===== src/rtl/uart_pkg.sv =====
// Shared UART definitions used by the echo transmitter and the receiver.
package uart_pkg;

  // 8N1 frame constants
  localparam logic START_BIT = 1'b0;
  localparam logic STOP_BIT  = 1'b1;
  localparam int   DATA_BITS = 8;

  // Width of the per-bit clock counter; holds BPS_CNT-1 for the default clock/baud pair
  localparam int CNT_W = 16;

  // Transmit state encoding
  typedef enum logic [1:0] {
    IDLE,
    START,
    DATA,
    STOP
  } tx_state_e;

  // Clocks per serial bit (integer division, truncating)
  function automatic int bps_cnt(input int clk_freq, input int uart_bps);
    return clk_freq / uart_bps;
  endfunction

endpackage


===== src/rtl/uart_echo_send_if.sv =====
// Byte stream from the UART receiver: a single-cycle valid strobe with its data byte.
interface uart_echo_send_if;
  logic       in_valid;
  logic [7:0] in_data;

  modport master (output in_valid, output in_data);
  modport slave  (input  in_valid, input  in_data);
endinterface


===== src/rtl/uart_echo_send_sync_fifo.sv =====
// Synchronous FIFO with first-word-fall-through read and a separate occupancy count.
// A push into a full FIFO is accepted only when a pop happens in the same cycle.
module sync_fifo #(
  parameter int DW = 8,
  parameter int AW = 4
) (
  input  logic          clk,
  input  logic          rst_n,
  input  logic          push,
  input  logic [DW-1:0] din,
  input  logic          pop,
  output logic [DW-1:0] dout,
  output logic          full,
  output logic          empty,
  output logic [AW:0]   level
);

  localparam int DEPTH = 1 << AW;

  logic [DW-1:0] mem_q [DEPTH];
  logic [AW-1:0] wr_ptr_q, wr_ptr_d;
  logic [AW-1:0] rd_ptr_q, rd_ptr_d;
  logic [AW:0]   level_q, level_d;
  logic          push_ok, pop_ok;

  // Level never exceeds DEPTH, so its top bit alone means full
  assign full    = level_q[AW];
  assign empty   = (level_q == '0);
  assign pop_ok  = pop && !empty;
  assign push_ok = push && (!full || pop_ok);
  assign dout    = mem_q[rd_ptr_q];
  assign level   = level_q;

  // Next pointer and level values; pointers wrap modulo DEPTH
  always_comb begin
    // NOTE: every output of a combinational block gets a default first so no latch is inferred.
    wr_ptr_d = wr_ptr_q;
    rd_ptr_d = rd_ptr_q;
    level_d  = level_q;
    if (push_ok) wr_ptr_d = wr_ptr_q + 1'b1;
    if (pop_ok)  rd_ptr_d = rd_ptr_q + 1'b1;
    case ({push_ok, pop_ok})
      2'b10:   level_d = level_q + 1'b1;
      2'b01:   level_d = level_q - 1'b1;
      default: level_d = level_q;
    endcase
  end

  // Pointer and level registers
  always_ff @(posedge clk or negedge rst_n) begin
    // NOTE: sequential state uses non-blocking assignments so all flops update from pre-edge values.
    if (!rst_n) begin
      wr_ptr_q <= '0;
      rd_ptr_q <= '0;
      level_q  <= '0;
    end else begin
      wr_ptr_q <= wr_ptr_d;
      rd_ptr_q <= rd_ptr_d;
      level_q  <= level_d;
    end
  end

  // Storage array write port
  always_ff @(posedge clk) begin
    // NOTE: the storage array has no reset; resetting the pointers and level already empties it.
    if (push_ok) mem_q[wr_ptr_q] <= din;
  end

endmodule


===== src/rtl/uart_echo_send.sv =====
// Echo transmitter: buffers bytes from the UART receiver and sends each one back as 8N1.
// Frames are sent back to back when more bytes are waiting at the end of a stop bit.
module uart_echo_send
  import uart_pkg::*;
#(
  parameter int CLK_FREQ = 50000000,
  parameter int UART_BPS = 115200,
  parameter int FIFO_AW  = 4
) (
  input  logic               sys_clk,
  input  logic               sys_rst_n,
  uart_echo_send_if.slave    in_if,
  output logic               uart_txd,
  output logic               tx_busy,
  output logic [FIFO_AW:0]   fifo_level,
  output logic               overflow
);

  localparam int               BPS_CNT      = bps_cnt(CLK_FREQ, UART_BPS);
  localparam logic [CNT_W-1:0] BIT_LAST     = CNT_W'(BPS_CNT - 1);
  localparam logic [2:0]       BIT_IDX_LAST = 3'(DATA_BITS - 1);

  tx_state_e        state_q, state_d;
  logic [CNT_W-1:0] cnt_q, cnt_d;
  logic [2:0]       bit_q, bit_d;
  logic [7:0]       shift_q, shift_d;
  logic             txd_q, txd_d;
  logic             overflow_q, overflow_d;

  logic             push, pop, bit_end;
  logic             fifo_full, fifo_empty;
  logic [7:0]       fifo_dout;
  logic [FIFO_AW:0] fifo_lvl;

  // A byte arriving while full is kept only if the transmitter frees a slot in the same cycle
  assign push    = in_if.in_valid && (!fifo_full || pop);
  assign bit_end = (cnt_q == BIT_LAST);

  sync_fifo #(
    .DW (8),
    .AW (FIFO_AW)
  ) u_fifo (
    .clk   (sys_clk),
    .rst_n (sys_rst_n),
    .push  (push),
    .din   (in_if.in_data),
    .pop   (pop),
    .dout  (fifo_dout),
    .full  (fifo_full),
    .empty (fifo_empty),
    .level (fifo_lvl)
  );

  // Transmit FSM next state; the line level is computed from the next state so uart_txd is a flop
  always_comb begin
    state_d = state_q;
    cnt_d   = cnt_q;
    bit_d   = bit_q;
    shift_d = shift_q;
    pop     = 1'b0;
    case (state_q)
      IDLE: begin
        if (!fifo_empty) begin
          pop     = 1'b1;
          shift_d = fifo_dout;
          cnt_d   = '0;
          state_d = START;
        end
      end
      START: begin
        if (bit_end) begin
          cnt_d   = '0;
          bit_d   = '0;
          state_d = DATA;
        end else begin
          cnt_d = cnt_q + 1'b1;
        end
      end
      DATA: begin
        if (bit_end) begin
          cnt_d = '0;
          if (bit_q == BIT_IDX_LAST) state_d = STOP;
          else                       bit_d   = bit_q + 1'b1;
        end else begin
          cnt_d = cnt_q + 1'b1;
        end
      end
      STOP: begin
        if (bit_end) begin
          cnt_d = '0;
          if (!fifo_empty) begin
            pop     = 1'b1;
            shift_d = fifo_dout;
            state_d = START;
          end else begin
            state_d = IDLE;
          end
        end else begin
          cnt_d = cnt_q + 1'b1;
        end
      end
      default: state_d = IDLE;
    endcase

    case (state_d)
      START:   txd_d = START_BIT;
      DATA:    txd_d = shift_d[bit_d];
      default: txd_d = STOP_BIT;
    endcase
  end

  // Sticky drop flag: set when a byte arrives while full and nothing leaves
  always_comb begin
    overflow_d = overflow_q | (in_if.in_valid && fifo_full && !pop);
  end

  // State, counters, shift register and line registers
  always_ff @(posedge sys_clk or negedge sys_rst_n) begin
    if (!sys_rst_n) begin
      state_q    <= IDLE;
      cnt_q      <= '0;
      bit_q      <= '0;
      shift_q    <= '0;
      txd_q      <= STOP_BIT;
      overflow_q <= 1'b0;
    end else begin
      state_q    <= state_d;
      cnt_q      <= cnt_d;
      bit_q      <= bit_d;
      shift_q    <= shift_d;
      txd_q      <= txd_d;
      overflow_q <= overflow_d;
    end
  end

  assign uart_txd   = txd_q;
  assign tx_busy    = (state_q != IDLE);
  assign fifo_level = fifo_lvl;
  assign overflow   = overflow_q;

endmodule


===== src/flat_wrapper.sv =====
// flat-port wrapper written by rule: the top's interface ports become plain ports
module uart_echo_send_flat import uart_pkg::*;
#(
  parameter int CLK_FREQ = 50000000,
  parameter int UART_BPS = 115200,
  parameter int FIFO_AW  = 4
)
  (sys_clk, sys_rst_n, uart_txd, tx_busy, fifo_level, overflow, in_if_in_valid, in_if_in_data);
  uart_echo_send_if in_if_i ();
  input  logic sys_clk;
  input  logic sys_rst_n;
  output logic uart_txd;
  output logic tx_busy;
  output logic [FIFO_AW:0] fifo_level;
  output logic overflow;
  input wire logic [$bits(in_if_i.in_valid)-1:0] in_if_in_valid;
  input wire logic [$bits(in_if_i.in_data)-1:0] in_if_in_data;
  assign in_if_i.in_valid = in_if_in_valid;
  assign in_if_i.in_data = in_if_in_data;
  uart_echo_send #(.CLK_FREQ(CLK_FREQ), .UART_BPS(UART_BPS), .FIFO_AW(FIFO_AW)) u_core (.sys_clk(sys_clk), .sys_rst_n(sys_rst_n), .in_if(in_if_i), .uart_txd(uart_txd), .tx_busy(tx_busy), .fifo_level(fifo_level), .overflow(overflow));
endmodule

===== config.mk =====
export PLATFORM = sky130hd
export DESIGN_NAME = uart_echo_send_flat
export DESIGN_NICKNAME = d
export VERILOG_FILES = /design/src/rtl/uart_pkg.sv /design/src/rtl/uart_echo_send_if.sv /design/src/rtl/uart_echo_send_sync_fifo.sv /design/src/rtl/uart_echo_send.sv /design/src/flat_wrapper.sv
export SDC_FILE = /design/constraint.sdc
export NUM_CORES = 1
export LEC_CHECK = 0
export ABC_AREA = 1
export CAP_MARGIN = 20
export CORE_MARGIN = 1.5
export CORE_UTILIZATION = 45
export DETAILED_ROUTE_END_ITERATION = 12
export SETUP_SLACK_MARGIN = 0.4
export SYNTH_ARGS = -nofsm -noshare
export SYNTH_HDL_FRONTEND = slang
export SYNTH_HIERARCHICAL = 1
export SYNTH_SLANG_ARGS = --single-unit

===== constraint.sdc =====
create_clock -name sys_clk -period 3.6 [get_ports sys_clk]
set_input_delay 0.72 -clock sys_clk [delete_from_list [all_inputs] [get_ports sys_clk]]
set_output_delay 0.72 -clock sys_clk [all_outputs]
set_load 0.03 [all_outputs]

==> results.py <==
metrics = {
    "outcome": {
        "status": "finished, final reports clean",
    },
    "logic_synthesis": {
        "synth_area_leader_cell": "edfxtp_1",
        "yosysSeqAreaShare_pct": 60.7,
        "yosys_most_used_dff": "edfxtp_1",
        "synth_top_area_share_pct": 47.2,
        "yosysWarnings": 6,
        "ys_ff_latch": 172,
        "ys_top_cells_by_area": "edfxtp_1 47%, nand2_1 14%, dfrtp_1 13%, nand3_1 4.5%, inv_1 4.5%",
        "synthCells": 879,
        "synth.most_common_cell": "nand2_1",
        "synth_edf_count": 128,
        "synth_cell_types": 38,
        "syn_nets": 908,
        "syn_avg_cell_area_um2": 9.27,
        "synth_common_cells": "313 x nand2_1, 128 x edfxtp_1, 97 x inv_1",
        "syn_area_um2": 8150,
        "async_reset_ff_share_pct": 25.6,
    },
    "global_routing": {
        "grt_max_degree": 82,
        "grt_pass1_vias": 5105,
        "grt_pass1_wl_um": 27300,
        "grt_usage_pct": 19.7,
        "grt_overflow_total": 0,
        "antenna_found_initial": 0,
    },
    "place": {
        "dp_hpwl_um": 11100,
        "gp_congestion": 0.794,
        "port_buffers": 18,
        "placed_cells": 1122,
    },
    "clocking": {
        "numCtsBuffers": 17,
        "path_clk_slew_ps": 60,
        "root_buffer": "clkbuf_16",
        "cts_tree": "done",
        "htree_levels": 4,
        "post-cts-setup-buffer-count": 0,
        "clkLatencyLatePin_ps": 430,
        "cts_sinks": 172,
        "cts_buffer_depth": 2,
    },
    "timing": {
        "rsz0062_at_grt": "false",
        "setup_viol": 0,
        "finalHoldViolations": 0,
        "relSlewSlack_pct": 42.1,
        "worstMarginPinSlew_ps": 868,
        "setup_tns_ps": 0,
        "whs_ps": 334,
        "period_needed_ps": 2940,
        "min_period_over_period_pct": 81.8,
        "fin_skew_ps": 11.4,
        "finalMaxSlewViolations": 0,
        "timing.fmax_mhz": 340,
    },
    "critical_path": {
        "worstSetupStartpoint": "u_core/cnt_q[1]$_DFFE_PN0P_",
        "cp_cell_sequence": "inv_1, ha_1, nand2_1, inv_1, nand2_1, nor2_4, nand2_4, nand2_4, nand2_2, nor2_4, inv_1, a21oi_1, o21ai_2, ha_2, ha_1, or2_2, nand3_1, nand2_1, nand2_1, nand2_1",
        "path_buf_inv": 3,
        "ff2ff_path_depth": 20,
        "r2r-end": "u_core/u_fifo/level[4]$_DFFE_PN0P_",
        "reg2reg_slack_ps": 660,
        "cp.arrival_ps": 3270,
        "endpoint": "u_core/u_fifo/level[4]$_DFFE_PN0P_",
        "crit_type": "reg2reg",
        "crit_top_cell": "nand2_1",
        "reg2reg_from": "u_core/cnt_q[1]$_DFFE_PN0P_",
        "endpoint_kind": "register",
        "critical-path-slowest-cell": "dfrtp_1",
        "critPathTopFamily": "simple AND/OR/NAND/NOR gates",
        "cp.required_ps": 3920,
        "critical_path_depth": 20,
        "worstSetupStartpointType": "register",
        "crit_fanout": 14,
        "cpPeakStageDelay_ps": 400,
    },
    "layout": {
        "area_delta_synth_final_pct": 12.8,
        "final_cells": 1154,
        "antennaDiodeCount": 0,
        "final_nets": 941,
        "drive_gt1_share_pct": 9.19,
    },
    "job": {
        "cap_viol_max_count": 0,
    },
    "die": {
        "dieArea_um2": 18900,
        "core_um2": 17800,
        "std_cell_rows": 49,
        "start_util_pct": 45.7,
        "die_h_um": 138,
        "num_io_pins": 19,
        "die_w_um": 138,
    },
    "drt": {
        "drtIter0Drc": 341,
        "wl_per_cell_um": 14.9,
        "post-route-drc-count": 0,
        "vias": 5626,
        "via_per_inst": 4.88,
        "first_pass_iters": 5,
        "routed_wl_um": 17100,
        "postRouteAntennaNets": 0,
    },
    "pwr": {
        "p_leak_nw": 4.05,
        "finalPower_mw": 4.67,
        "power_density_nw_per_um2": 508,
        "peakVddDrop_mv": 0.354,
    },
    "worst_hold_path": {
        "hold_class": "in2async",
    },
}
[per-stage QoR]
stage / setup WS (ps) / instance area (um2) / util, %
5_1_grt: 407 / 9190 / 51.5
3_3_place_gp: 547 / 8630 / 48.4
3_5_place_dp: 500 / 8630 / 48.4
4_1_cts: 486 / 9180 / 51.4
2_1_floorplan: 623 / 8150 / -
6_report: 655 / 9190 / 51.5
[worst min-delay path by stage]
stage	start	to	slack, ps	cells past startpoint
after floorplan	sys_rst_n	u_core/bit_q[0]$_DFF_PN0_	420	0
after global placement	u_core/shift_q[0]$_DFF_PN0_	u_core/shift_q[0]$_DFF_PN0_	470	2
after detailed placement	u_core/overflow$_DFF_PN0_	u_core/overflow$_DFF_PN0_	460	1
after CTS	sys_rst_n	u_core/state_q[0]$_DFF_PN0_	350	1
after global routing	sys_rst_n	u_core/state_q[0]$_DFF_PN0_	400	1
final	sys_rst_n	u_core/state_q[1]$_DFF_PN0_	330	1
[where the power goes]
part | switching (mW) | internal [mW] | total [mW]
logic | 0.387 | 0.193 | 0.580
clock network | 0.758 | 0.947 | 1.71
registers | 0.0773 | 2.31 | 2.38
total | 1.22 | 3.45 | 4.67
[cell type report]
cell class,count,area [um2]
flip-flops and latches,172,4950
clock inverters,15,123
repair buffers,40,340
fillers,1579,8650
inverters,106,398
well taps,229,287
multi-input cells,575,2670
clock buffers,17,425
[cell usage in the layout (no fill, tap or decap), drive strengths merged]
cell type | Yosys | routed
o21ai | 24 | 24
a31oi | 4 | 4
o21bai | 1 | 1
clkbuf | 7 | 17
dfstp | 1 | 1
o32ai | 2 | 2
clkinvlp | 0 | 3
o31ai | 1 | 1
nand3b | 2 | 2
nor3 | 2 | 2
nand4 | 6 | 6
o22ai | 5 | 5
xnor2 | 3 | 3
bufinv | 0 | 1
fa | 1 | 1
buf | 19 | 23
a21oi | 3 | 3
nand3 | 74 | 74
nor2 | 97 | 97
clkinv | 1 | 9
edfxtp | 128 | 128
nand2 | 321 | 321
a31o | 2 | 2
dfrtp | 43 | 43
a32o | 1 | 1
inv | 105 | 108
ha | 17 | 17
clkdlybuf4s50 | 0 | 17
or2 | 2 | 2
xor2 | 7 | 7
[routing by layer]
layer,GRT usage (%),part of all wire (%),vias up
met1,28.4,48,2592
met3,3.83,4.2,28
met2,29.3,46,107
li1,-,-,2899
met5,0,0,-
met4,7.60,2.3,0
[cells by family (layout without fill, tap and decap cells)]
group                    after synthesis  count (layout)  share of synthesized area, %
buffers and inverters                132             178                          6.71
adder cells (fa/ha/maj)               18              18                          2.86
AND/OR/NAND/NOR                      504             504                          25.5
AO/OA/AOI/OAI                         43              43                          3.13
flip-flops                           172             172                          60.7
XOR/XNOR                              10              10                          1.08
[state kept, by name, indices dropped and copies added, names as in the netlist]
register,cells
u_core/cnt_q,16
u_core/u_fifo/mem_q,128
u_core/u_fifo/rd_ptr_q,4
u_core/state_q,2
u_core/bit_q,3
u_core/uart_txd,1
u_core/overflow,1
u_core/u_fifo/wr_ptr_q,4
u_core/u_fifo/level,5
u_core/shift_q,8
[timing repair]
action / CTS / global route
hold buffers: 0 / 0
resized for setup: 0 / 4
setup endpoints to repair: 0 / 21
Power figures use the tool's default switching activity.
